[src/rtl/alu_arbiter.sv]
// Round-robin arbiter for two requesters that share one multi-cycle ALU.
// Each grant loads the ALU, waits ALU_LAT cycles, captures the result and pulses done.
module alu_arbiter #(
    parameter int ALU_LAT = 2
) (
    input  logic       clk,
    input  logic       rst,
    input  logic       req0,
    input  logic       req1,
    input  logic [7:0] num1_0,
    input  logic [7:0] num2_0,
    input  logic [7:0] num1_1,
    input  logic [7:0] num2_1,
    input  logic [6:0] op_0,
    input  logic [6:0] op_1,
    output logic [1:0] gnt,
    output logic [1:0] done,
    output logic       err,
    output logic [7:0] result,
    output logic       alu_on,
    output logic [2:0] alu_in_sel,
    output logic [7:0] alu_num1,
    output logic [7:0] alu_num2,
    output logic [6:0] alu_out_sel,
    input  logic [7:0] alu_out,
    output logic [1:0] state_dbg
);
    // Handshake: a requester raises req with stable operands and holds it until
    // done[i] pulses for one cycle; gnt[i] marks ownership from grant through done.
    typedef enum logic [1:0] {
        IDLE = 2'd0,
        LOAD = 2'd1,
        WAIT = 2'd2,
        DONE = 2'd3
    } state_t;

    localparam logic [3:0] LAT = 4'(ALU_LAT);

    state_t     state;
    logic [3:0] cnt;
    logic       last;
    logic       pick;
    logic [7:0] pick_num1;
    logic [7:0] pick_num2;
    logic [6:0] pick_op;
    logic       pick_legal;

    always_comb begin
        pick       = (req0 && req1) ? ~last : req1;
        pick_num1  = pick ? num1_1 : num1_0;
        pick_num2  = pick ? num2_1 : num2_0;
        pick_op    = pick ? op_1 : op_0;
        pick_legal = $onehot(pick_op);
    end

    assign state_dbg = state;

    // The ALU port registers double as the operand latch, so requester inputs
    // are ignored from the grant edge onwards.
    always_ff @(posedge clk or negedge rst) begin
        if (!rst) begin
            state       <= IDLE;
            cnt         <= 4'd0;
            last        <= 1'b1;
            gnt         <= 2'b00;
            done        <= 2'b00;
            err         <= 1'b0;
            result      <= 8'h00;
            alu_on      <= 1'b0;
            alu_in_sel  <= 3'b001;
            alu_num1    <= 8'h00;
            alu_num2    <= 8'h00;
            alu_out_sel <= 7'd0;
        end else begin
            case (state)
                IDLE: begin
                    alu_on     <= 1'b0;
                    alu_in_sel <= 3'b100;
                    gnt        <= 2'b00;
                    done       <= 2'b00;
                    err        <= 1'b0;
                    if (req0 || req1) begin
                        last <= pick;
                        gnt  <= pick ? 2'b10 : 2'b01;
                        if (pick_legal) begin
                            state       <= LOAD;
                            alu_on      <= 1'b1;
                            alu_in_sel  <= 3'b010;
                            alu_num1    <= pick_num1;
                            alu_num2    <= pick_num2;
                            alu_out_sel <= pick_op;
                        end else begin
                            // Illegal op: skip the ALU entirely and report at once.
                            state <= DONE;
                            done  <= pick ? 2'b10 : 2'b01;
                            err   <= 1'b1;
                        end
                    end
                end
                LOAD: begin
                    alu_in_sel <= 3'b100;
                    cnt        <= LAT;
                    state      <= WAIT;
                end
                WAIT: begin
                    if (cnt == 4'd1) begin
                        result <= alu_out;
                        done   <= gnt;
                        alu_on <= 1'b0;
                        cnt    <= 4'd0;
                        state  <= DONE;
                    end else begin
                        cnt <= cnt - 4'd1;
                    end
                end
                DONE: begin
                    done  <= 2'b00;
                    err   <= 1'b0;
                    gnt   <= 2'b00;
                    state <= IDLE;
                end
            endcase
        end
    end
endmodule

[config.mk]
export PLATFORM = sky130hd
export DESIGN_NAME = alu_arbiter
export DESIGN_NICKNAME = d
export VERILOG_FILES = /design/src/rtl/alu_arbiter.sv
export SDC_FILE = /design/constraint.sdc
export NUM_CORES = 1
export LEC_CHECK = 0
export CORE_MARGIN = 2
export CORE_UTILIZATION = 38
export DETAILED_ROUTE_END_ITERATION = 16
export GPL_TIMING_DRIVEN = 1
export PLACE_DENSITY = 0.82
export SYNTH_ARGS = -nofsm -noshare
export SYNTH_HDL_FRONTEND = slang
export SYNTH_SLANG_ARGS = --single-unit
[constraint.sdc]
create_clock -name clk -period 3.7 [get_ports clk]
set_input_delay 0.37 -clock clk [delete_from_list [all_inputs] [get_ports clk]]
set_output_delay 0.37 -clock clk [all_outputs]
set_load 0.005 [all_outputs]
==> results.json, run 1 <==
{
  "vias_per_cell": 4.881,
  "io_buffer_count": 99,
  "first_global_vias": 1937,
  "hold_class": "primary input to asynchronous set/reset pin",
  "drc": 0,
  "leakage_nw": 1.650,
  "start_util_pct": 38.86,
  "seq_area_um2": 1179,
  "drive_gt1_share_pct": 20.73,
  "cpMaxStageDelayCell": "fa_1",
  "place_hpwl_mm": 4.151,
  "cp_max_fo": 8,
  "regToRegSetupSlack_ps": -240,
  "reg2reg_to": "alu_out_sel[3]",
  "finalNetCount": 396,
  "timing.rr.start": "last",
  "powerDensity_nw_per_um2": 744.9,
  "start_kind": "flip-flop",
  "post-route-worst-setup-slack_ps": -243.2,
  "drt_iter0_drc": 72,
  "die_w_um": 81.58,
  "required_ps": 3920,
  "die_y_um": 81.58,
  "violations": "negative setup slack",
  "numCtsBuffers": 5,
  "grt_max_degree": 48,
  "cts_tree": "yes",
  "cts_max_level": 2,
  "antenna_cells": 0,
  "dp.cells": 382,
  "timing_hold_violations_final": 0,
  "gp_congestion": 0.7711,
  "clockBufferDepth": 2,
  "crit_top_cell": "fa_1",
  "crit_type": "flip-flop to flip-flop",
  "peakVddDrop_uv": 381.3,
  "synthArstFlopShare_pct": 100.0,
  "seq_area_frac_synth_pct": 51.53,
  "slew_headroom_pct": 30.55,
  "stdcell_count": 403,
  "fin_util_pct": 64.31,
  "synth_warnings": 0,
  "netlist_instances": 208,
  "routed_wl_mm": 6.169,
  "path_delay_family": "adder cells",
  "r2r_cells": 14,
  "design_area_um2": 3785,
  "tightest_slew_ps": 1042,
  "max_freq_mhz": 253.6,
  "first_pass_iters": 4,
  "n_fill_cell": 467,
  "synth_edf_count": 0,
  "ant_nets": 0,
  "cts_root_buf": "clkbuf_8",
  "synth_area_um2": 2287,
  "crit_buf_inv": 4,
  "synthesis.nets": 277,
  "grt_pass1_wl_mm": 9.121,
  "coreArea_um2": 5886,
  "rsz0062_at_grt": "true",
  "end_kind": "flip-flop",
  "clock_latency_ps": 300,
  "slowest_delay_ps": 600,
  "post_drt_wl_per_cell_um": 15.31,
  "io_pins": 100,
  "ctsHoldBuffers": 0,
  "status": "finished with violations",
  "synth_top_flop_cell": "dfrtp_1",
  "arrival_ps": 4170,
  "placed_cell_area_um2": 3433,
  "vias": 1967,
  "multi_input_area_um2": 1107,
  "synth_seq_cells": 47,
  "grt_overflow_total": 0,
  "hold_slack_ps": 253.0,
  "track_usage_pct": 18.00,
  "area_delta_synth_final_pct": 65.48,
  "finalCriticalPeriod_ps": 3943,
  "cts.sinks": 47,
  "finalClockSkew_ps": 11.06,
  "finalSetupViolCount": 29,
  "clk_pin_slew_ps": 90,
  "antenna_found_initial": 0,
  "dieArea_um2": 6655,
  "fin_crit_sh_pct": 106.6,
  "synth.avg_cell_area_um2": 11.00,
  "maxCapViolations": 0,
  "final_max_slew_viol_count": 0,
  "ys_types": 30,
  "path_cells": "a21boi_4, buf_12, mux2i_4, fa_1, fa_1, fa_2, inv_2, fa_1, nor3_2, nor3b_4, buf_6, buf_12, nor2_1, a21oi_1",
  "fin_setup_tns_ps": -5564,
  "rows": 28
}
-- cell families after synthesis --
group,count (synthesis),share of synthesized area (%)
muxes,35,15.86
adders and majority gates,11,7.330
DFF,47,51.53
and+or+nand+nor,49,9.136
buffers and inverters,22,5.032
AOI/OAI and AO/OA,44,11.10
-- report_power, final --
part | switching (mW) | internal, mW
sequential | 0.163 | 0.767
combinational | 0.618 | 0.880
clock | 0.174 | 0.219
total | 0.954 | 1.86
-- synth_stat cells, types with 2 or more instances --
master,instances,share of area (%)
dfrtp_1,45,49
nor2_1,32,5.3
a21oi_1,27,5.9
mux2i_1,25,11
inv_1,10,1.6
mux2_2,10,4.9
nand2_1,9,1.5
ha_1,7,3.8
buf_2,5,1.1
o21ai_0,5,1.1
fa_1,4,3.5
buf_4,3,0.98
o31ai_1,3,0.98
a31oi_1,2,0.55
buf_6,2,0.98
dfstp_2,2,2.3
nand2b_1,2,0.55
nor3_1,2,0.44
o22a_1,2,0.77
-- per-stage QoR --
step	power (mW)	setup WS, ps
2_1_floorplan	1.552	23.50
3_3_place_gp	2.202	-444.0
3_5_place_dp	2.255	-584.5
4_1_cts	2.729	-45.52
5_1_grt	3.018	-348.7
6_report	2.819	-243.2
-- worst reg2reg max path: cells and delay by family (launching register included) --
family / cells / cell delay (ps)
flip-flops: 1 / 570
AO/OA/AOI/OAI: 2 / 220
buffers and inverters: 4 / 490
multiplexers: 1 / 190
AND/OR/NAND/NOR: 3 / 560
adder cells (fa/ha/maj): 4 / 1860
-- what timing repair did --
| item | CTS | global route |
|---|---|---|
| resized for setup | 21 | 11 |
| buffers inserted | 6 | 4 |
| pin swaps | 1 | 2 |
| setup endpoints to repair | 29 | 29 |
| gates cloned | 2 | 2 |
-- sequential cells by signal (all words and copies together) (netlist names), 2 cells and up --
| name | count |
|---|---|
| gnt | 2 |
| alu_num1 | 8 |
| state_dbg | 2 |
| alu_in_sel | 3 |
| alu_out_sel | 7 |
| alu_num2 | 8 |
| result | 8 |
| cnt | 4 |
| done | 2 |
-- worst max path at each step --
| stage | start | to | slack, ps | depth (start not counted) |
|---|---|---|---|---|
| floorplan | last | state_dbg[1] | 20 | 14 |
| global placement | req1 | alu_on | -440 | 14 |
| detailed placement | req1 | alu_num2[0] | -580 | 14 |
| CTS | last | alu_num1[3] | -50 | 13 |
| global route | last | alu_out_sel[6] | -350 | 14 |
| finish | last | alu_out_sel[3] | -240 | 14 |
-- metal layers --
layer	track usage, %	routed length (um)	vias up
met2	31.39	3150	75
met5	0	0	-
met3	6.044	451	8
li1	-	-	945
met1	21.55	2505	939
met4	4.167	61	0
-- cells in the final DEF (no fill, tap or decap), types with 2 or more instances in the layout --
cell              n
dlygate4sd2_1     2
inv_1             9
clkbuf_8          6
a31oi_1           2
o21ai_0           4
ha_1              7
o22a_1            2
buf_6             4
mux2_2            8
a21oi_2           4
nor2_1           26
nor2_2            5
dfstp_2           2
mux2i_4           3
mux2_4            2
nand2b_1          2
a21oi_1          24
buf_12            2
nand2_1           9
o31ai_2           2
fa_1              3
clkdlybuf4s50_1  96
dfrtp_1          45
mux2i_1          22
buf_4            15
inv_2             2
clkbuf_16         2
-- final cells by class --
| cell class | count | share of cell area [%] |
|---|---|---|
| clock buffer | 6 | 2.182 |
| timing repair buffer | 123 | 32.93 |
| tap | 75 | 2.479 |
| inverter | 11 | 1.091 |
| sequential | 47 | 31.14 |
| clock inverter | 2 | 0.9256 |
| multi-input combinational | 139 | 29.26 |
Note: power is estimated with default switching activity, not from simulation.
==> run 2: changes to the inputs <==
--- a/config.mk
+++ b/config.mk
@@ -5,7 +5,7 @@
 export SDC_FILE = /design/constraint.sdc
 export NUM_CORES = 1
 export LEC_CHECK = 0
-export CORE_MARGIN = 2
+export CORE_MARGIN = 1.5
 export CORE_UTILIZATION = 38
 export DETAILED_ROUTE_END_ITERATION = 16
 export GPL_TIMING_DRIVEN = 1
==> results.json, run 2 (synthesized netlist as in run 1, its figures left out) <==
{
  "busiest_layer": "met2",
  "final_common_cell": "clkdlybuf4s50_1",
  "rows": 28,
  "antenna_cells": 0,
  "die_w_um": 80.58,
  "end_kind": "flip-flop",
  "antenna_found_initial": 0,
  "post-route-worst-setup-slack_ps": -50.80,
  "n_fill_cell": 464,
  "peakVddDrop_uv": 353.2,
  "powerDensity_nw_per_um2": 741.1,
  "cp_max_fo": 4,
  "drt_iter0_drc": 79,
  "area_delta_synth_final_pct": 61.93,
  "routed_wl_mm": 5.646,
  "drive_gt1_share_pct": 18.15,
  "ant_nets": 0,
  "numCtsBuffers": 5,
  "violations": "negative setup slack",
  "arrival_ps": 3950,
  "timing.rr.start": "last",
  "start_kind": "flip-flop",
  "dieArea_um2": 6493,
  "mostFrequentLayoutCells": "clkdlybuf4s50_1 (96), dfrtp_1 (45), nor2_1 (30)",
  "finalClockSkew_ps": 3.176,
  "r2r_cells": 14,
  "regToRegSetupSlack_ps": -50,
  "final_max_slew_viol_count": 0,
  "rsz0062_at_grt": "true",
  "leakage_nw": 1.619,
  "grt_overflow_total": 0,
  "grt_pass1_wl_mm": 8.976,
  "maxCapViolations": 0,
  "track_usage_pct": 18.40,
  "clock_latency_ps": 300,
  "gp_congestion": 0.7358,
  "ctsHoldBuffers": 0,
  "start_util_pct": 39.09,
  "finalNetCount": 393,
  "clockBufferDepth": 2,
  "coreArea_um2": 5851,
  "die_y_um": 80.58,
  "io_pins": 100,
  "groute.layer.met3.usage_pct": 5.114,
  "cts_max_level": 2,
  "cts_tree": "yes",
  "use_met1_pct": 21.71,
  "tightest_slew_ps": 1035,
  "io_buffer_count": 99,
  "fin_crit_sh_pct": 101.4,
  "first_global_vias": 1938,
  "required_ps": 3900,
  "grt_max_degree": 48,
  "place_hpwl_mm": 4.097,
  "finalCriticalPeriod_ps": 3751,
  "drc": 0,
  "fin_util_pct": 63.30,
  "first_pass_iters": 4,
  "vias_per_cell": 4.820,
  "slew_headroom_pct": 31.02,
  "finalSetupViolCount": 27,
  "crit_type": "flip-flop to flip-flop",
  "cts_root_buf": "clkbuf_8",
  "max_freq_mhz": 266.6,
  "reg_top3": "alu_num1 x8, alu_num2 x8, result x8",
  "reg2reg_to": "state_dbg[1]",
  "hold_class": "primary input to asynchronous set/reset pin",
  "clk_pin_slew_ps": 80,
  "global_route.usage.met2_pct": 32.02,
  "timing_hold_violations_final": 0,
  "hold_slack_ps": 228.6,
  "vias": 1928,
  "cts.sinks": 47,
  "status": "finished with violations",
  "post_drt_wl_per_cell_um": 14.12
}
run 2: cell types whose count changed in the layout (fill, tap and decap cells not counted), moves of 2 or more:
cell,previous run,this run
clkbuf_16,2,0
nor2_1,26,30
buf_4,15,13
nor2_2,5,2
run 2: worst max path at each step:
| stage | startpoint | endpoint | slack, ps | cells after the start |
|---|---|---|---|---|
| floorplan | last | state_dbg[1] | 20 | 14 |
| global placement | req1 | alu_out_sel[0] | -480 | 13 |
| detailed placement | req0 | alu_num2[2] | -620 | 13 |
| CTS | last | alu_num1[6] | -110 | 14 |
| global route | last | alu_num1[5] | -180 | 14 |
| finish | last | state_dbg[1] | -50 | 14 |
run 2: power by group:
group          leakage, nW  internal (mW)  switching (mW)  total, mW
clock               0.0612          0.219           0.172      0.391
combinational        0.993          0.854           0.581       1.44
sequential           0.564          0.767           0.153      0.919
total                 1.62           1.84           0.906       2.74
run 2: cell type report:
class,count,area [um^2],area share [%]
clock buffer,6,82.58,2.230
multi-input combinational,139,1084,29.26
inverter,11,41.29,1.115
timing repair buffer,120,1189,32.09
tap,75,93.84,2.534
sequential,47,1179,31.82
clock inverter,2,35.03,0.9459
run 2: metal layers:
layer  part of all wire (%)  vias up
met5                      0        -
met4                    1.4        0
met3                    6.9        8
met2                     51       65
met1                     41      918
li1                       -      937
run 2: metrics by stage:
step / setup TNS (ps) / cell area [um^2] / power, mW / setup WS (ps) / cells
finish: -613.3 / 3704 / 2.745 / -50.80 / 400
global route: -4431 / 3704 / 2.953 / -183.2 / 400
CTS: -2397 / 3676 / 2.739 / -110.7 / 399
detailed placement: -16660 / 3393 / 2.216 / -624.6 / 380
global placement: -12880 / 3393 / 2.173 / -483.5 / 380
floorplan: 0 / 2318 / 1.552 / 23.50 / 208
run 2: worst max-delay path, cell delays in order, from the launching register on:
cell,delay [ps]
dfstp_2,570
a21boi_4,60
buf_12,140
mux2i_4,190
fa_1,560
fa_1,440
fa_2,350
inv_2,60
fa_1,420
nor3_2,170
nor3b_4,250
buf_6,150
buf_6,90
nor2_2,30
o22a_1,170
run 2: repair_timing:
| action | CTS | global route |
|---|---|---|
| setup endpoints to repair | 29 | 30 |
| pin swaps | 9 | 6 |
| cloned | 2 | 0 |
| setup buffers | 9 | 2 |
| resized for setup | 22 | 6 |
==> variant, RTL diff (settings of run 1) <==
Register the output `state_dbg` once more; this adds one clock of latency there. The other outputs are not delayed to match.
--- a/src/rtl/alu_arbiter.sv
+++ b/src/rtl/alu_arbiter.sv
@@ -53,7 +53,9 @@
         pick_legal = $onehot(pick_op);
     end
 
-    assign state_dbg = state;
+    always_ff @(posedge clk) begin
+        state_dbg <= state;
+    end
 
     // The ALU port registers double as the operand latch, so requester inputs
     // are ignored from the grant edge onwards.
Check against the original RTL: not equivalent (a bounded check fails within 4 cycles, from zero or initial values and one cycle with rst low).
==> variant against run 1 <==
  * The flow still finishes with violations (setup timing)
  * Design area fell by 0.53%
  * Synthesized area up 1.8%
  * Non-clock buffer count is 4 lower
  * Worst hold slack worse by 0.022 ns
  * Wire length is 5.3% higher
  * Fmax hardly changed
  * Critical endpoint unchanged
  * Setup slack better by 0.0035 ns
  * Power is 2.4% lower
  * Sequential cell count increased by 2
  * Sequential share of layout area rose by 1.2 points
  * Largest cell class unchanged
  * Largest power group unchanged
  * Clock skew shrank 0.0048 ns
==> variant: results (changes against run 1) <==
metric;value;unit;change
setup ws final;-0.240;ns;was -0.243 ns
WL met1;2450;µm;was 2510 µm
largest cells by area after synthesis;dfrtp_1 (48%), mux2i_1 (11%), a21oi_1 (5.8%);;was dfrtp_1 (49%), mux2i_1 (11%), a21oi_1 (5.9%)
Fill cells;486;;was 467
Max FO, Critical Path;6;;was 8
met1 Use GR;21.0;%;was 21.5%
seq_cells;49;;was 47
iteration-0 DRC count of the detailed router;95;;was 72
outcome;finished with violations;;unchanged
final setup fails;29;;unchanged
Total Wirelength;6500;µm;was 6170 µm
setup tns final;-4.31;ns;was -5.56 ns
Peak supply drop;330;µV;was 381 µV
Chip Width;82.3;µm;was 81.6 µm
Synth Area in Adders;7.20;%;was 7.33%
mux share of post-synthesis cell area;15.6;%;was 15.9%
vias in the first global route;2052;;was 1937
vias post-DR;1995;;was 1967
complex-gate fraction of the synthesized area;10.9;%;was 11.1%
syn_nets;279;;was 277
Syn Inst Count;210;;was 208
Detailed Place HPWL;4370;µm;was 4150 µm
Cell Area, Placed;3450;µm²;was 3430 µm²
register area share after synthesis;52.4;%;was 51.5%
final-layout non-clock buffer area share;33.0;%;was 32.9%
Slew headroom;32.0;%;was 30.6%
M3 GR Usage;6.30;%;was 6.04%
LEAKAGE;1.63;nW;was 1.65 nW
NumNets Final;394;;was 396
# Post-CTS Setup Buffers;7;;was 6
DP Worst Slack;-0.788;ns;was -0.585 ns
DR WL met3;434;µm;was 451 µm
CP max stage delay;0.57;ns;was 0.60 ns
skew final;0.00622;ns;was 0.0111 ns
M2 GR Usage;34.8;%;was 31.4%
multi-input combinational area share;28.8;%;was 29.3%
initial antenna violation count;1;;was 0
Clock-cell share;2.19;%;was 3.11%
number of gates resized after cts;14;;was 21
violated checks;setup timing;;unchanged
Synth cell types;31;;was 30
metal2 WL;3350;µm;was 3150 µm
gr usage total;19.4;%;was 18.0%
Avg WL per Cell;16.2;µm;was 15.3 µm
Non-clk bufs;119;;was 123
ys async rst share;95.9;%;was 100%
-- variant: cell types whose count changed after synthesis --
cell,before,now
dfxtp_1,0,2
-- variant: path summary, 6_finish.rpt --
kind / depth (start not counted) / startpoint / to / slack, ns
hold reg to reg: 0 / state[1] / state_dbg[1] / 0.50
hold / removal: 1 / rst / gnt[0] / 0.23
min in group clk: 2 / req0 / last / 0.49
max in group asynchronous: 1 / rst / alu_num1[0] / 2.84
setup / recovery: 14 / last / alu_out_sel[3] / -0.24
setup reg to reg: 14 / last / alu_out_sel[3] / -0.24
-- variant: worst reg2reg max path: cells and delay by family (launching register included) --
family                   cells  cell delay [ns]
flip-flops                   1             0.56
adder cells (fa/ha/maj)      4             1.81
AND/OR/NAND/NOR              3             0.53
AO/OA/AOI/OAI                2             0.22
buffers and inverters        4             0.54
multiplexers                 1             0.19
-- variant: where the power goes --
group | switching, mW | internal [mW] | leakage (nW)
clock network | 0.178 | 0.131 | 0.0450
logic | 0.612 | 0.869 | 1.01
registers | 0.163 | 0.799 | 0.581
